File: config.mk
export PLATFORM = sky130hd
export DESIGN_NAME = instruction_fetch_ctrl
export DESIGN_NICKNAME = d
export VERILOG_FILES = /design/src/rtl/fetch_pkg.sv /design/src/rtl/fetch_watchdog.sv /design/src/rtl/instruction_fetch_ctrl.sv
export SDC_FILE = /design/constraint.sdc
export NUM_CORES = 1
export LEC_CHECK = 0
export ABC_AREA = 0
export CAP_MARGIN = 20
export CORE_ASPECT_RATIO = 0.5
export CORE_MARGIN = 2
export CORE_UTILIZATION = 51
export CTS_CLUSTER_DIAMETER = 30
export DETAILED_ROUTE_END_ITERATION = 7
export GPL_TIMING_DRIVEN = 0
export PLACE_DENSITY = 0.92
export SYNTH_ARGS = -nofsm -noshare
export SYNTH_HDL_FRONTEND = slang
export SYNTH_SLANG_ARGS = --single-unit
File: constraint.sdc
create_clock -name clk -period 2.8 [get_ports clk]
set_clock_uncertainty 0.15 [all_clocks]
set_input_delay 0.56 -clock clk [delete_from_list [all_inputs] [get_ports clk]]
set_output_delay 0.56 -clock clk [all_outputs]
set_load 0.01 [all_outputs]
File: src/rtl/fetch_pkg.sv
// Shared types and constants for the instruction fetch controller.
package fetch_pkg;

    localparam int unsigned XLEN    = 64;
    localparam int unsigned INSTR_W = 32;

    localparam logic [INSTR_W-1:0] NOP_INSTR = 32'h00000013;

    typedef enum logic [2:0] {
        S_IDLE,
        S_FETCH,
        S_VALID,
        S_HALTED,
        S_ERROR
    } fetch_state_e;

    function automatic logic is_misaligned(input logic [1:0] addr_lsb);
        return addr_lsb != 2'b00;
    endfunction

endpackage

File: src/rtl/fetch_watchdog.sv
// Counts consecutive FETCH cycles without a memory response; flags the last allowed one.
module fetch_watchdog #(
    parameter int unsigned TIMEOUT_CYCLES = 15
) (
    input  logic clk,
    input  logic reset,
    input  logic clear,
    input  logic count_en,
    output logic expired
);

    localparam int unsigned CW = $clog2(TIMEOUT_CYCLES + 1);
    localparam logic [CW-1:0] LAST = CW'(TIMEOUT_CYCLES - 1);

    logic [CW-1:0] cnt;

    always_ff @(posedge clk) begin
        if (reset || clear) begin
            cnt <= '0;
        end else if (count_en) begin
            cnt <= cnt + CW'(1);
        end
    end

    assign expired = count_en && (cnt == LAST);

endmodule

File: src/rtl/instruction_fetch_ctrl.sv
// Instruction fetch controller: one outstanding request, branch/halt handling, sticky error.
// Optional FETCH_TIMEOUT_EN adds a watchdog that aborts a FETCH with no memory response.
module instruction_fetch_ctrl
    import fetch_pkg::*;
#(
    parameter logic [XLEN-1:0] BOOT_ADDR      = 64'h0,
    parameter int unsigned     TIMEOUT_CYCLES = 15
) (
    input  logic                clk,
    input  logic                reset,
    input  logic                start,
    input  logic                stall,
    input  logic                branch_taken,
    input  logic [XLEN-1:0]     branch_target,
    input  logic                halt,
    output logic                mem_req,
    output logic [XLEN-1:0]     mem_addr,
    input  logic                mem_ready,
    input  logic [INSTR_W-1:0]  mem_rdata,
    output logic                instr_valid,
    output logic [INSTR_W-1:0]  instruction,
    output logic [XLEN-1:0]     pc_out,
    output logic                busy,
    output logic                fetch_err
);

    fetch_state_e        state_q, state_d;
    logic [XLEN-1:0]     pc_q, pc_d;
    logic                pend_q, pend_d;
    logic [XLEN-1:0]     ptgt_q, ptgt_d;
    logic                phalt_q, phalt_d;
    logic [INSTR_W-1:0]  instr_q, instr_d;
    logic [XLEN-1:0]     pcout_q, pcout_d;
    logic                err_q, err_d;
    logic                timeout;

`ifdef FETCH_TIMEOUT_EN
    logic fetch_entry;

    // Re-issuing after a discarded response counts as a fresh entry into FETCH.
    assign fetch_entry = (state_d == S_FETCH) && !((state_q == S_FETCH) && !mem_ready);

    fetch_watchdog #(
        .TIMEOUT_CYCLES (TIMEOUT_CYCLES)
    ) u_watchdog (
        .clk      (clk),
        .reset    (reset),
        .clear    (fetch_entry),
        .count_en ((state_q == S_FETCH) && !mem_ready),
        .expired  (timeout)
    );
`else
    assign timeout = 1'b0;
`endif

    always_ff @(posedge clk) begin
        if (reset) begin
            state_q <= S_IDLE;
            pc_q    <= BOOT_ADDR;
            pend_q  <= 1'b0;
            ptgt_q  <= '0;
            phalt_q <= 1'b0;
            instr_q <= NOP_INSTR;
            pcout_q <= '0;
            err_q   <= 1'b0;
        end else begin
            state_q <= state_d;
            pc_q    <= pc_d;
            pend_q  <= pend_d;
            ptgt_q  <= ptgt_d;
            phalt_q <= phalt_d;
            instr_q <= instr_d;
            pcout_q <= pcout_d;
            err_q   <= err_d;
        end
    end

    always_comb begin
        state_d = state_q;
        pc_d    = pc_q;
        pend_d  = pend_q;
        ptgt_d  = ptgt_q;
        phalt_d = phalt_q;
        instr_d = instr_q;
        pcout_d = pcout_q;
        err_d   = err_q;
        case (state_q)
            S_IDLE: begin
                if (start) begin
                    state_d = S_FETCH;
                    pc_d    = BOOT_ADDR;
                    pend_d  = 1'b0;
                    phalt_d = 1'b0;
                end
            end
            S_FETCH: begin
                // Halt/branch are latched here and acted on once the outstanding read returns.
                if (halt) begin
                    phalt_d = 1'b1;
                end else if (branch_taken && !phalt_q) begin
                    if (is_misaligned(branch_target[1:0])) begin
                        state_d = S_ERROR;
                        err_d   = 1'b1;
                    end else begin
                        pend_d = 1'b1;
                        ptgt_d = branch_target;
                    end
                end
                if (state_d == S_FETCH) begin
                    if (mem_ready) begin
                        if (phalt_d) begin
                            state_d = S_HALTED;
                        end else if (pend_d) begin
                            pc_d   = ptgt_d;
                            pend_d = 1'b0;
                        end else begin
                            instr_d = mem_rdata;
                            pcout_d = pc_q;
                            state_d = S_VALID;
                        end
                    end else if (timeout) begin
                        state_d = S_ERROR;
                        err_d   = 1'b1;
                    end
                end
            end
            S_VALID: begin
                if (halt) begin
                    state_d = S_HALTED;
                end else if (branch_taken) begin
                    if (is_misaligned(branch_target[1:0])) begin
                        state_d = S_ERROR;
                        err_d   = 1'b1;
                    end else begin
                        pc_d    = branch_target;
                        state_d = S_FETCH;
                    end
                end else if (!stall) begin
                    pc_d    = pc_q + 64'd4;
                    state_d = S_FETCH;
                end
            end
            default: ;
        endcase
    end

    assign mem_req     = (state_q == S_FETCH);
    assign mem_addr    = mem_req ? pc_q : '0;
    assign instr_valid = (state_q == S_VALID);
    assign instruction = instr_q;
    assign pc_out      = pcout_q;
    assign busy        = (state_q != S_IDLE) && (state_q != S_HALTED);
    assign fetch_err   = err_q;

endmodule

### Yosys cells after proc, flatten, opt, wreduce, memory -nomap -nowiden

Index checks and enable logic that the tools add are counted.

* logic and storage cells: 87
* input bits: 103
* flip-flop bits (word level): 230
* output and inout port bits: 164

* bitwise gates (word level): 2
* muxes and demuxes: 46
* $add $sub $neg: 1
* eq/ne operators: 16
* reduce and logical (&&, ||, !) cells: 14

Operators with widths (number)
* 64-bit 2-to-1 mux: 13
* 64-bit case mux with 3 select lines: 1
* 64-bit by 3-bit adder with 64-bit output (second input constant): 1
* 3-bit 2-to-1 mux: 13
* 1-bit 2-to-1 mux: 15
* 2-bit inequality test (second input constant): 5
* 5-bit AND reduction: 2
* 3-bit case mux with 3 select lines: 1
* 9-bit AND reduction: 1
* 2-bit by 1-bit inequality test with 1-bit output (second input constant): 4
* 3-bit by 1-bit equality test with 1-bit output (second input constant): 2
* 3-bit inequality test (second input constant): 2
* 1-bit case mux with 2 select lines: 3
* 2-bit nonzero test: 3
* 3-bit nonzero test: 2
* 4-bit inequality test (second input constant): 1
* 3-bit by 2-bit equality test with 1-bit output (second input constant): 1
* 3-bit logical NOT: 1
* 3-bit by 2-bit inequality test with 1-bit output (second input constant): 1
* 3-bit AND reduction: 1
* 1-bit logical AND: 2
* 1-bit NOT: 2
* 2-bit AND reduction: 1
* 1-bit logical NOT: 1

### Longest topological paths before layout

* word-level depth: 10
* depth in mapped cells: 10
* mapped depth without buffers: 7

### Least setup slack after synthesis

No wires, ideal clock.

* path type: input port to flip-flop
* from: input port halt
* to: register pc_q[48]
* data arrival time: 2209 ps
* setup time: 133 ps
* cell stages on the path: 9
* path buffers: 3
* slack: 308 ps
* cell sequence: buf_2 > or2_2 > clkbuf_1 > nor2_2 > buf_4 > mux2i_1 > nor2_1 > nor3_1 > a211oi_1

* longest elaborated chain between the ends: 6
* elaborated cells between the ends (all ways): 18

RTL lines
* start, declared: line instruction_fetch_ctrl.sv:15 `input logic halt,`
* 64-bit 2-to-1 mux: line instruction_fetch_ctrl.sv:98 `if (halt) begin`
* 64-bit 2-to-1 mux: line instruction_fetch_ctrl.sv:113 `end else if (pend_d) begin`
* 64-bit 2-to-1 mux: line instruction_fetch_ctrl.sv:111 `if (phalt_d) begin`
* 64-bit 2-to-1 mux: line instruction_fetch_ctrl.sv:110 `if (mem_ready) begin`
* 64-bit 2-to-1 mux: line instruction_fetch_ctrl.sv:109 `if (state_d == S_FETCH) begin`
* 64-bit case mux with 3 select lines: line instruction_fetch_ctrl.sv:87 `case (state_q)`
* end signal, assigned: line instruction_fetch_ctrl.sv:68 `pc_q <= pc_d;`
* end, declared: line instruction_fetch_ctrl.sv:28 `logic [XLEN-1:0] pc_q, pc_d;`

Parallel ways exist; a longest one is shown, timed or not. The select of a mux whose other input is x is not followed.
A chain may end at the register's enable or synchronous reset.

### Worst setup path after layout

* from: register state_q[2]
* to: register pc_q[12]

* longest elaborated chain between the ends: 7
* elaborated cells between the ends (all ways): 19

RTL lines
* start, declared: line instruction_fetch_ctrl.sv:27 `fetch_state_e state_q, state_d;`
* start signal, assigned: line instruction_fetch_ctrl.sv:67 `state_q <= state_d;`
* 3-bit 2-to-1 mux: line instruction_fetch_ctrl.sv:101 `if (is_misaligned(branch_target[1:0])) begin`
* 3-bit 2-to-1 mux: line instruction_fetch_ctrl.sv:100 `end else if (branch_taken && !phalt_q) begin`
* 3-bit 2-to-1 mux: line instruction_fetch_ctrl.sv:98
* 3-bit 2-to-1 mux: line instruction_fetch_ctrl.sv:87
* 3-bit by 1-bit equality test with 1-bit output: line instruction_fetch_ctrl.sv:109
* 2-bit by 1-bit inequality test with 1-bit output (no line)
* 9-bit AND reduction (no line)

Parallel ways exist; a longest one is shown, timed or not. The select of a mux whose other input is x is not followed.

==> metrics.txt <==
syn avg cell area 7.43 sq um; Hold Startpoint halt; hold endpoint phalt_q$_SDFFE_PP0P_; min Tclk post-route 2870 ps; dpl hpwl 33,700 um; Hold WC Path Type in2reg; clk_lat worst skew 530 ps; R2R cell count 8; ys async rst share 0%; status finished, violations left; startpoint types register; endpoint class of the critical path register; Leakage 5.91 nW; synthesized area 0.0113 sq mm; vias per cell 6.51; Net Sw Frac 36.5%; routed vias 14,100; Internal 7.33 mW; Remaining DRCs 5; Total GRT Usage 40.0%; Final Setup Violations 1; worst path arrival time 3150 ps; Die Wd 215 um; DRT Pass-1 Iters 8; Yosys reg bits 230; Core Rows 38; top area cells in the synthesized netlist dfxtp_1, nand2_1, a21oi_1, o21ai_0, and3_1; H-tree lvl count 2; PnR worst setup slack -68.9 ps; Max Root-Sink Buffers 3; GPL Wtd Cong 1.01; antenna cells 0; area grow syn2layout 41.1%; Congestion Overflow GR 0; post-synthesis sequential area ratio 40.6%; Crit Reg-Reg Startpoint state_q[2]$_SDFFE_PP0P_; largest net degree at the start of global routing 14; ys flop type dfxtp_1; max-cap violation count 0; hold-critical path depth 3; share of cells above drive strength 1 11.4%; power share of the clock group 37.0%; initial core utilization 52.2%; Logic pwr share 30.2%; top-area cell type share of the netlist area 40.6%; WHS 249 ps; 1st-iter DRT viols 2,734; Core Area 0.0217 sq mm; sequential power share 32.8%; multi-input logic area 0.00631 sq mm; Final Slew Violations 0; final WL 49,800 um; root buffer selected by CTS clkbuf_16; I/O pin count 267; pwr dens 721 mW/mm^2; WL per Instance 22.9 um; Mapped Cells 1,528; Mapped Nets 1,632; net switching power 4.22 mW; CP Class reg2reg; share of the cycle needed by the critical path after routing 102%; die area 0.0235 sq mm; first-pass GRT wire length 72,600 um; antenna violations before repair 1; final setup TNS -68.9 ps; R2R setup slack -70 ps; flip-flop and latch area 0.00462 sq mm; PortBufs 264; most instantiated library cell after synthesis nand2_1; violated checks DRC, setup timing; clk sinks 230; fillers 1,652; number of enable flip-flop cells after synthesis 0; Final Hold Violating Endpoints 0; NumNets Final 1,951; fmax 349 MHz; CTS tree yes; Synth Warn # 0; vias in the first global route 12,800; final core utilization 73.7%; R2R Path End pc_q[12]$_SDFFE_PP0P_; Max VDD drop 0.000383 V; Rel. slew slack 34.7%; CP Max Fanout 10; post-route ant nets 0; largest area contributor in the netlist dfxtp_1; clock-pin slew reported for the worst setup and hold paths after clock tree synthesis 60 ps; top cells by count, synth nand2_1, dfxtp_1, a21oi_1, o21ai_0, clkbuf_1; worst slew pin tran 979 ps; synth unique cells 78; Required @ worst endpoint 3080 ps; chip height 109 um; CTS Buf Count 34
-- worst max-delay path, cell delays in order (launching register included) --
cell      delay (ps)
dfxtp_4          370
buf_4            150
or3b_4           420
nor2_4           390
clkbuf_1         720
o21ai_0          260
nand2_1          130
a22oi_1           60
nor2_1           130
-- cell usage in the layout (no fill, tap or decap), drive strengths merged, types with 9 or more instances in the layout --
cell type | netlist | layout
nand2 | 377 | 377
nor3 | 32 | 32
dlygate4sd2 | 0 | 42
buf | 43 | 72
o21ai | 92 | 92
and3 | 64 | 64
a221oi | 11 | 11
nand4 | 25 | 25
nor2 | 78 | 78
clkdlybuf4s50 | 0 | 202
xnor2 | 9 | 9
dfxtp | 230 | 230
nand3 | 31 | 31
a21oi | 219 | 219
a22oi | 17 | 17
a22o | 18 | 18
clkbuf | 90 | 131
a211oi | 13 | 13
inv | 12 | 19
a31oi | 11 | 11
mux2i | 15 | 15
nor4 | 16 | 16
-- layout make-up --
class,instances,area share [%]
clock inverters,19,1.31
inverters,14,0.437
plain buffers,132,4.91
repair buffers,284,17.2
multi-input cells,1151,39.4
well taps,300,2.34
clock buffers,40,5.59
flip-flops and latches,230,28.8
-- power groups by stage --
stage	logic, mW	registers (mW)	clock network [mW]
2_1_floorplan	1.52	3.71	0
3_3_place_gp	2.70	3.80	0
3_5_place_dp	2.74	3.80	0
4_1_cts	3.14	3.74	4.25
5_1_grt	3.54	3.78	4.41
6_report	3.48	3.78	4.28
-- worst max path at each step --
stage	start	slack, ps	cells past startpoint	endpoint
after global routing	pc_q[24]$_SDFFE_PP0P_	-20	9	pc_q[55]$_SDFFE_PP0P_
after CTS	state_q[2]$_SDFFE_PP0P_	0.4	5	mem_addr[13]
after global placement	mem_ready	-1050	7	instruction[6]$_SDFFE_PP0P_
after floorplan	halt	310	9	pc_q[48]$_SDFFE_PP0P_
after detailed placement	state_q[1]$_SDFFE_PP0P_	-850	7	mem_addr[25]
final	state_q[2]$_SDFFE_PP0P_	-70	8	pc_q[12]$_SDFFE_PP0P_
-- metal layers --
| layer | share of wire [%] | GRT usage (%) |
|---|---|---|
| met5 | 0.24 | 0 |
| met1 | 37 | 51.3 |
| met4 | 5.3 | 18.4 |
| met3 | 16 | 15.7 |
| met2 | 41 | 59.7 |
-- logic make-up (layout without fill, tap and decap cells) --
| kind of cell | after synthesis | after routing | share of synthesized area [%] |
|---|---|---|---|
| flip-flops | 230 | 230 | 40.6 |
| buffers and inverters | 147 | 489 | 5.47 |
| multiplexers | 20 | 20 | 1.82 |
| adder cells (fa/ha/maj) | 1 | 1 | 0.110 |
| XOR/XNOR | 13 | 13 | 1.00 |
| AND/OR/NAND/NOR | 665 | 665 | 26.8 |
| AO/OA/AOI/OAI | 452 | 452 | 24.2 |
-- state kept, by name, summed over array words and instances (netlist names) --
signal and count:
pc_out 64, pc_q 64, ptgt_q 64, instruction 32, state_q 3, fetch_err 1, pend_q 1, phalt_q 1
-- what timing repair did --
action / CTS / global route
setup buffers: 14 / 3
cloned: 2 / 0
pin swaps: 2 / 7
setup endpoints to repair: 205 / 92
gates resized for setup: 174 / 69
hold buffers: 0 / 0
-- through the flow --
stage | area [sq um] | worst slack [ps] | cells | total power [mW]
2_1_floorplan | 11300 | 308 | 1528 | 5.24
3_3_place_gp | 14400 | -1050 | 2092 | 6.50
3_5_place_dp | 14400 | -855 | 2093 | 6.55
4_1_cts | 15800 | 0.356 | 2168 | 11.1
5_1_grt | 16000 | -16.4 | 2170 | 11.7
6_report | 16000 | -68.9 | 2170 | 11.5
(Power assumes the default switching activity.)
